<file path="config.mk">
export PLATFORM = sky130hd
export DESIGN_NAME = bram_tx_sequencer
export DESIGN_NICKNAME = d
export VERILOG_FILES = /design/src/rtl/bram_tx_sequencer_pkg.sv /design/src/rtl/bram_tx_sequencer_seq_timer.sv /design/src/rtl/bram_tx_sequencer.sv
export SDC_FILE = /design/constraint.sdc
export NUM_CORES = 1
export LEC_CHECK = 0
export CORE_ASPECT_RATIO = 1.75
export CORE_MARGIN = 1
export CORE_UTILIZATION = 48
export CTS_BUF_LIST = sky130_fd_sc_hd__clkbuf_16
export CTS_CLUSTER_DIAMETER = 120
export DETAILED_ROUTE_END_ITERATION = 6
export PLACE_DENSITY = 0.76
export SYNTH_ARGS = -nofsm -noshare
export SYNTH_HDL_FRONTEND = slang
export SYNTH_HIERARCHICAL = 1
export SYNTH_SLANG_ARGS = --single-unit
</file>
<file path="constraint.sdc">
create_clock -name clk -period 2.7 [get_ports clk]
set_clock_uncertainty 0.2 [all_clocks]
set_input_delay 0.405 -clock clk [delete_from_list [all_inputs] [get_ports clk]]
set_output_delay 0.405 -clock clk [all_outputs]
set_load 0.03 [all_outputs]
</file>
<file path="src/rtl/bram_tx_sequencer_pkg.sv">
// Shared state encoding and constants for the BRAM-to-transmitter byte sequencer.
package bram_tx_sequencer_pkg;

  localparam int unsigned STATE_W = 3;
  // Default UART clocks per bit (125 MHz / 115200); the transmitter lives outside this block.
  localparam int unsigned CPB     = 1085;

  typedef enum logic [STATE_W-1:0] {
    ST_IDLE     = 3'd0,
    ST_FETCH    = 3'd1,
    ST_LATCH    = 3'd2,
    ST_SEND     = 3'd3,
    ST_WAIT_RFN = 3'd4,
    ST_GAP      = 3'd5,
    ST_FINISH   = 3'd6
  } state_t;

endpackage

</file>
<file path="src/rtl/bram_tx_sequencer_seq_timer.sv">
// Clearable up-counter that flags the LIMIT-th enabled clock since the last clear.
module seq_timer
  import bram_tx_sequencer_pkg::*;
#(
  parameter int unsigned CNT_W = 4,
  parameter int unsigned LIMIT = 8
) (
  input  logic clk,
  input  logic rst_n,
  input  logic clr,
  input  logic en,
  output logic hit_c
);

  logic [CNT_W-1:0] cnt_q;

  always_ff @(posedge clk or negedge rst_n) begin
    if (!rst_n) begin
      cnt_q <= '0;
    end else if (clr) begin
      cnt_q <= '0;
    end else if (en) begin
      cnt_q <= cnt_q + CNT_W'(1);
    end
  end

  assign hit_c = en && (cnt_q == CNT_W'(LIMIT - 1));

endmodule

</file>
<file path="src/rtl/bram_tx_sequencer.sv">
// Reads a message byte-by-byte from BRAM and hands each byte to an external
// transmitter using a one-clock enable / ready-pulse handshake.
module bram_tx_sequencer
  import bram_tx_sequencer_pkg::*;
#(
  parameter int unsigned ADDR_W  = 10,
  parameter int unsigned GAP     = 0,
  parameter int unsigned TIMEOUT = 16384
) (
  input  logic              clk,
  input  logic              nRST,
  input  logic              i_start,
  input  logic [ADDR_W-1:0] i_base,
  input  logic [ADDR_W:0]   i_len,
  input  logic              i_abort,
  output logic [ADDR_W-1:0] o_addr,
  output logic              o_en,
  input  logic [7:0]        i_rdata,
  output logic [7:0]        o_data,
  output logic              o_nTx_EN,
  input  logic              i_RFN,
  output logic              o_busy,
  output logic              o_done,
  output logic              o_err,
  output logic [ADDR_W:0]   o_count
);

  localparam int unsigned LEN_W   = ADDR_W + 1;
  localparam int unsigned GAP_LIM = (GAP > 0) ? GAP : 1;
  localparam int unsigned GAP_W   = (GAP_LIM > 1) ? $clog2(GAP_LIM) : 1;
  // The SEND clock counts toward the budget, so WAIT_RFN itself may last TIMEOUT-1 clocks.
  localparam int unsigned TO_LIM  = (TIMEOUT > 2) ? (TIMEOUT - 1) : 1;
  localparam int unsigned TO_W    = (TO_LIM > 1) ? $clog2(TO_LIM) : 1;

  state_t              state_q, state_d;
  logic [ADDR_W-1:0]   addr_q, addr_d;
  logic [LEN_W-1:0]    len_q, len_d;
  logic                abort_q, abort_d, abort_c;
  logic [LEN_W-1:0]    count_d;
  logic [7:0]          data_d;
  logic                err_d;
  logic [ADDR_W-1:0]   o_addr_d;
  logic                en_d, ntx_d, busy_d, done_d;
  logic                gap_hit_c, to_hit_c;
  logic                gap_clr_c, gap_en_c, to_clr_c, to_en_c;

  assign gap_clr_c = (state_q == ST_WAIT_RFN);
  assign gap_en_c  = (state_q == ST_GAP);
  assign to_clr_c  = (state_q == ST_SEND);
  assign to_en_c   = (state_q == ST_WAIT_RFN);

  seq_timer #(
    .CNT_W (GAP_W),
    .LIMIT (GAP_LIM)
  ) u_gap_timer (
    .clk   (clk),
    .rst_n (nRST),
    .clr   (gap_clr_c),
    .en    (gap_en_c),
    .hit_c (gap_hit_c)
  );

  seq_timer #(
    .CNT_W (TO_W),
    .LIMIT (TO_LIM)
  ) u_timeout_timer (
    .clk   (clk),
    .rst_n (nRST),
    .clr   (to_clr_c),
    .en    (to_en_c),
    .hit_c (to_hit_c)
  );

  // An abort raised this very clock acts immediately, not one clock after it is latched.
  assign abort_c = abort_q | i_abort;

  // Next-state, datapath updates and next values of the registered outputs.
  always_comb begin
    state_d = state_q;
    addr_d  = addr_q;
    len_d   = len_q;
    count_d = o_count;
    data_d  = o_data;
    err_d   = o_err;
    abort_d = (state_q != ST_IDLE) && abort_c;

    unique case (state_q)
      ST_IDLE: begin
        if (i_start) begin
          addr_d  = i_base;
          len_d   = i_len;
          count_d = '0;
          err_d   = 1'b0;
          abort_d = 1'b0;
          state_d = (i_len == '0) ? ST_FINISH : ST_FETCH;
        end
      end
      ST_FETCH: state_d = abort_c ? ST_FINISH : ST_LATCH;
      ST_LATCH: begin
        data_d  = i_rdata;
        state_d = abort_c ? ST_FINISH : ST_SEND;
      end
      ST_SEND: state_d = ST_WAIT_RFN;
      ST_WAIT_RFN: begin
        if (i_RFN) begin
          count_d = o_count + LEN_W'(1);
          addr_d  = addr_q + ADDR_W'(1);
          if ((count_d == len_q) || abort_c) begin
            state_d = ST_FINISH;
          end else if (GAP != 0) begin
            state_d = ST_GAP;
          end else begin
            state_d = ST_FETCH;
          end
        end else if (to_hit_c) begin
          err_d   = 1'b1;
          state_d = ST_FINISH;
        end
      end
      ST_GAP: begin
        if (abort_c) begin
          state_d = ST_FINISH;
        end else if (gap_hit_c) begin
          state_d = ST_FETCH;
        end
      end
      ST_FINISH: state_d = ST_IDLE;
      default:   state_d = ST_IDLE;
    endcase

    en_d     = (state_d == ST_FETCH);
    o_addr_d = (state_d == ST_FETCH) ? addr_d : o_addr;
    ntx_d    = (state_d != ST_SEND);
    busy_d   = (state_d != ST_IDLE);
    done_d   = (state_q == ST_FINISH);
  end

  always_ff @(posedge clk or negedge nRST) begin
    if (!nRST) begin
      state_q  <= ST_IDLE;
      addr_q   <= '0;
      len_q    <= '0;
      abort_q  <= 1'b0;
      o_addr   <= '0;
      o_en     <= 1'b0;
      o_data   <= '0;
      o_nTx_EN <= 1'b1;
      o_busy   <= 1'b0;
      o_done   <= 1'b0;
      o_err    <= 1'b0;
      o_count  <= '0;
    end else begin
      state_q  <= state_d;
      addr_q   <= addr_d;
      len_q    <= len_d;
      abort_q  <= abort_d;
      o_addr   <= o_addr_d;
      o_en     <= en_d;
      o_data   <= data_d;
      o_nTx_EN <= ntx_d;
      o_busy   <= busy_d;
      o_done   <= done_d;
      o_err    <= err_d;
      o_count  <= count_d;
    end
  end

endmodule

</file>
* Word level (Yosys, flattened, before mapping)
Cells that the tools add are included. W data, S select, Z words.
Word-level totals: output and inout bits 34, logic and storage cells 74, flip-flop bits (word level) 74, input bits 34
Cells by class: bitwise logic cells 2, reduce and logical (&&, ||, !) cells 14, equal/unequal tests 14, add/sub/neg operators 4, muxes and demuxes 26
Operators with widths (number):
- $mux W14 | 2
- $mux W3 | 9
- $mux W11 | 2
- $pmux W11 S2 | 1
- $mux W10 | 2
- $pmux W10 S2 | 1
- $pmux W3 S6 | 1
- $add A14 B1 Y14 const B | 1
- $eq A14 B14 Y1 const B | 1
- $add A11 B1 Y11 const B | 1
- $eq A11 B11 Y1 | 1
- $logic_not A11 Y1 | 1
- $add A10 B1 Y10 const B | 1
- $eq A3 B3 Y1 const B | 3
- $ne A2 B2 Y1 const B | 4
- $mux W1 | 7
- $eq A3 B1 Y1 const B | 2
- $eq A3 B2 Y1 const B | 2
- $reduce_bool A2 Y1 | 3
- $reduce_bool A3 Y1 | 2
- $reduce_and A4 Y1 | 1
- $logic_and A1 B1 Y1 | 3
- $logic_not A3 Y1 | 1
- $ne A3 B2 Y1 const B | 1
- 7 further kinds | 7

* Logic depth before layout (Yosys ltp)
depth in word-level cells 7, mapped depth 12, mapped depth without buffers 11

* Cells and area by module
The synthesis kept the hierarchy.
By module, submodules not included:
- bram_tx_sequencer | area each 3161.8 µm², sequential area each 1477.7 µm², cells each 330, times used 1
- seq_timer at u_timeout_timer | area each 783.3 µm², sequential area each 350.3 µm², cells each 82, times used 1
- seq_timer at u_gap_timer | area each 46.3 µm², sequential area each 25.0 µm², cells each 4, times used 1

* Worst setup path before layout
No wires, ideal clock.
path type register -> register, start register o_count[0], end register o_addr[0], library setup time 125 ps, buffers on the path 2, arrival time 2578 ps, clock period less this slack 2903 ps, cell stages (with the launch flop) 11, setup slack -203 ps, data required time 2375 ps, cells stage by stage dfrtp_1 > ha_1 > buf_2 > and2_2 > nand4_1 > xnor2_1 > o2111ai_1 > o21a_1 > a211oi_2 > buf_6 > mux2_4
Between the ends: word-level cells in the longest chain between the ends 7
Ends and longest elaborated chain:
- start, declared | line bram_tx_sequencer.sv:25 | output logic [ADDR_W:0] o_count
- start signal, assigned | line bram_tx_sequencer.sv:164 | o_count <= count_d;
- $add A11 B1 Y11 | line bram_tx_sequencer.sv:106 | count_d = o_count + LEN_W'(1);
- $eq A11 B11 Y1 | line bram_tx_sequencer.sv:108 | if ((count_d == len_q) || abort_c) begin
- $logic_or A1 B1 Y1 | line bram_tx_sequencer.sv:108
- $mux W3 | line bram_tx_sequencer.sv:108
- $mux W3 | line bram_tx_sequencer.sv:105 | if (i_RFN) begin
- $pmux W3 S6 | line bram_tx_sequencer.sv:87 | unique case (state_q)
- $eq A3 B1 Y1 | line bram_tx_sequencer.sv:132 | o_addr_d = (state_d == ST_FETCH) ? addr_d : o_addr;
- end signal, assigned | line bram_tx_sequencer.sv:157 | o_addr <= o_addr_d;
- end, declared | line bram_tx_sequencer.sv:16 | output logic [ADDR_W-1:0] o_addr,
No other way between the ends. A chain may end at the register's enable or synchronous reset.

* Worst setup path in the final report
start register o_count[3], end register o_addr[3]
The elaborated chain is that of the path after synthesis.

==> flow_summary.ini <==
[outcome]
status = finished with violations
violations = DRC

[cells_and_area]
n_antenna_cell = 0
final_cell_mix = dfrtp_1 (68), clkdlybuf4s50_1 (66), nand2_1 (57), nor2_1 (36), o21ai_0 (33)
stdcell_count = 602
final_cell_area_sq_um = 5330
layout-drive-gt1-share_pct = 19.1
final_common_cell = dfrtp_1
fillers = 621
final_nets = 545
area_growth_pct = 33.6

[synth]
synth_nets = 454
synthCells = 416
ys_seq_area_share_pct = 46.4
synth_cell_types = 61
synth_xor_area_share_pct = 4.17
syn-mean-instance-area_sq_um = 9.59
synth_edf_count = 0
async_flop_share_pct = 100
yosysWarnings = 6
synth_top_family_by_area = simple AND/OR/NAND/NOR gates
ys_ff_latch = 74
synthAdderAreaFrac_pct = 1.25
syn-cell-area_sq_um = 3990
muxShareOfSynthArea_pct = 7.27
synthSimpleGateAreaFrac_pct = 21.8
synth_compound_area_share_pct = 14.7
ys.flop_type = dfrtp_1

[sta]
drv_slew = 0
post-route-min-period_ns = 2.69
slew_headroom_pct = 64.0
hold_viol_final = 0
max_freq_mhz = 371
max_slew.worst_pin.slew_ns = 0.538
setup-violations-final = 0
fin_crit_sh_pct = 99.8
setup-tns-final_ns = 0

[global_route]
grt.overflow.total = 0
grt-busiest-layer = met2
grt_start_max_net_pins = 75
antenna_found_initial = 0
met2_usage_pct = 44.3
grt_pass1_wl_um = 16200
met3_usage_pct = 4.93
use_met1_pct = 27.5
globalRouteTotalUtil_pct = 24.1
grt_pass1_vias = 3403

[placed_design]
dpl.hpwl_um = 7090
place.gp.congestion = 0.969
placedCellCount = 582
portBuffers = 67
place_area_sq_um = 4910

[power]
p_per_area_nw_per_um2 = 1070
cellLeakagePower_nw = 2.36
p_total_w = 0.00571
ir_drop_mv = 0.656

[worst_setup_path]
end_kind = flop
path_class = flop to flop
cp_cell_sequence = buf_4, nor3b_1, o21ai_0, a21oi_2, nand3_1, o21a_1, a211oi_4, buf_4, buf_12, mux2_2
cpMostUsedCell = buf_4
path_delay_family = compound AO/OA/AOI/OAI gates
crit_path_max_fanout = 6
cp.arrival_ns = 2.72
crit_slowest_cell = dfrtp_1
required_ns = 2.73
cp-start-kind = flop
max_stage_delay_ns = 0.44
cp_num_buf_inv = 3

[detailed_routing]
vias_per_cell = 5.82
ant_nets = 0
drt_pass1_iterations = 6
wl_per_cell_um = 16.7
totalWireLength_um = 10100
vias = 3504
drt_iter0_markers = 292
drc_errors = 8

[clock_network]
cts_max_path_buffers = 2
clk_pin_slew_ns = 0.06
cts_sinks = 74
tritoncts = yes
cts_buffers = 9
htreeDepth = 3
clk_latency_ns = 0.34
clock-root-buffer = clkbuf_16

[min_path]
hold_class = flop to flop

[floorplan]
fp.dieW_um = 70.9
initial_core_util_pct = 49.8
boundaryPins = 68
die_height_um = 123
fp.coreArea_sq_um = 8020
fp-row-count = 43
dieArea_sq_um = 8700

[job]
drv_cap = 0
==> routing by layer <==
metal	wire length (um)	up-vias	part of all wire, %
li1	-	1677	-
met1	3920	1697	39
met4	263	0	2.6
met3	380	22	3.8
met2	5480	108	55
met5	0	-	0
==> tightest hold or removal path, delay by kind of cell (launching register included) <==
kind	cells	cell delay [ns]
simple gates	1	0.07
compound gates	1	0.04
flops	1	0.34
==> registers in the layout, indices dropped and copies added, names as in the netlist <==
name	count
o_en	1
state_q	3
len_q	11
o_busy	1
addr_q	10
o_data	8
o_nTx_EN	1
abort_q	1
o_done	1
u_timeout_timer/cnt_q	14
o_err	1
u_gap_timer/cnt_q	1
o_addr	10
o_count	11
==> path summary, 6_finish.rpt <==
path | slack, ns | endpoint | cells after the start | start
min in group asynchronous | 0.42 | o_addr[6] | 3 | nRST
worst max register to register | 0.007 | o_addr[3] | 10 | o_count[3]
max in group asynchronous | 1.52 | o_count[0] | 3 | nRST
worst max-delay path | 0.007 | o_addr[3] | 10 | o_count[3]
worst min register to register | 0.30 | o_err | 2 | o_err
worst min-delay path | 0.30 | o_err | 2 | o_err
==> timing repair <==
action | CTS | global route
setup endpoints to repair | 0 | 10
gates resized for setup | 0 | 13
hold endpoints to repair | 73 | 0
hold buffers | 1 | 0
setup buffers | 0 | 2
==> power breakdown <==
group | leakage [nW] | switching [W] | internal, W
Combinational | 1.28 | 0.00142 | 0.00120
Clock | 0.154 | 0.000448 | 0.000798
Sequential | 0.929 | 0.000335 | 0.00151
==> final cells by class <==
cell class | count | area, sq um | share of cell area, %
multi-input cells | 309 | 2020 | 37.9
clock buffers | 9 | 225 | 4.22
clock inverters | 7 | 85.1 | 1.60
flip-flops and latches | 74 | 1860 | 34.9
repair buffers | 104 | 992 | 18.6
well taps | 90 | 113 | 2.11
inverters | 9 | 33.8 | 0.634
==> synth_stat cells, types with 5 or more instances <==
library cell  count  area share, %
mux2_4            9            3.4
xnor2_1           8            1.8
clkbuf_1         13            1.2
and3_1            7            1.1
xor2_1           11            2.4
o22ai_1           5           0.78
mux2_2           12            3.4
nand4_1           7            1.1
nand2_1          57            5.4
dfrtp_1          73             46
nor2_1           37            3.5
nor2b_1           5           0.78
nor4_1            7            1.1
nor3_1            6           0.75
nand3_1          16            2.0
o21ai_0          33            4.1
a31oi_1           6           0.94
o31ai_1           7            1.3
inv_1             9           0.85
a21oi_1          21            2.6
==> stage by stage <==
step | setup slack (ns) | hold slack (ns) | util [%]
after floorplan | 0.00391 | -0.0906 | -
after global placement | 0.0235 | 0.267 | 61.2
after detailed placement | -0.0376 | 0.264 | 61.2
after CTS | 0.0455 | 0.297 | 65.2
after global routing | -0.00779 | 0.314 | 66.5
final | 0.00671 | 0.296 | 66.5
==> cell families after synthesis <==
group	after synthesis
buffers and inverters	33
XOR/XNOR	19
AND/OR/NAND/NOR	169
flip-flops	74
adder cells (fa/ha/maj)	4
multiplexers	23
AO/OA/AOI/OAI	94
Note: power is estimated with default switching activity, not from simulation.
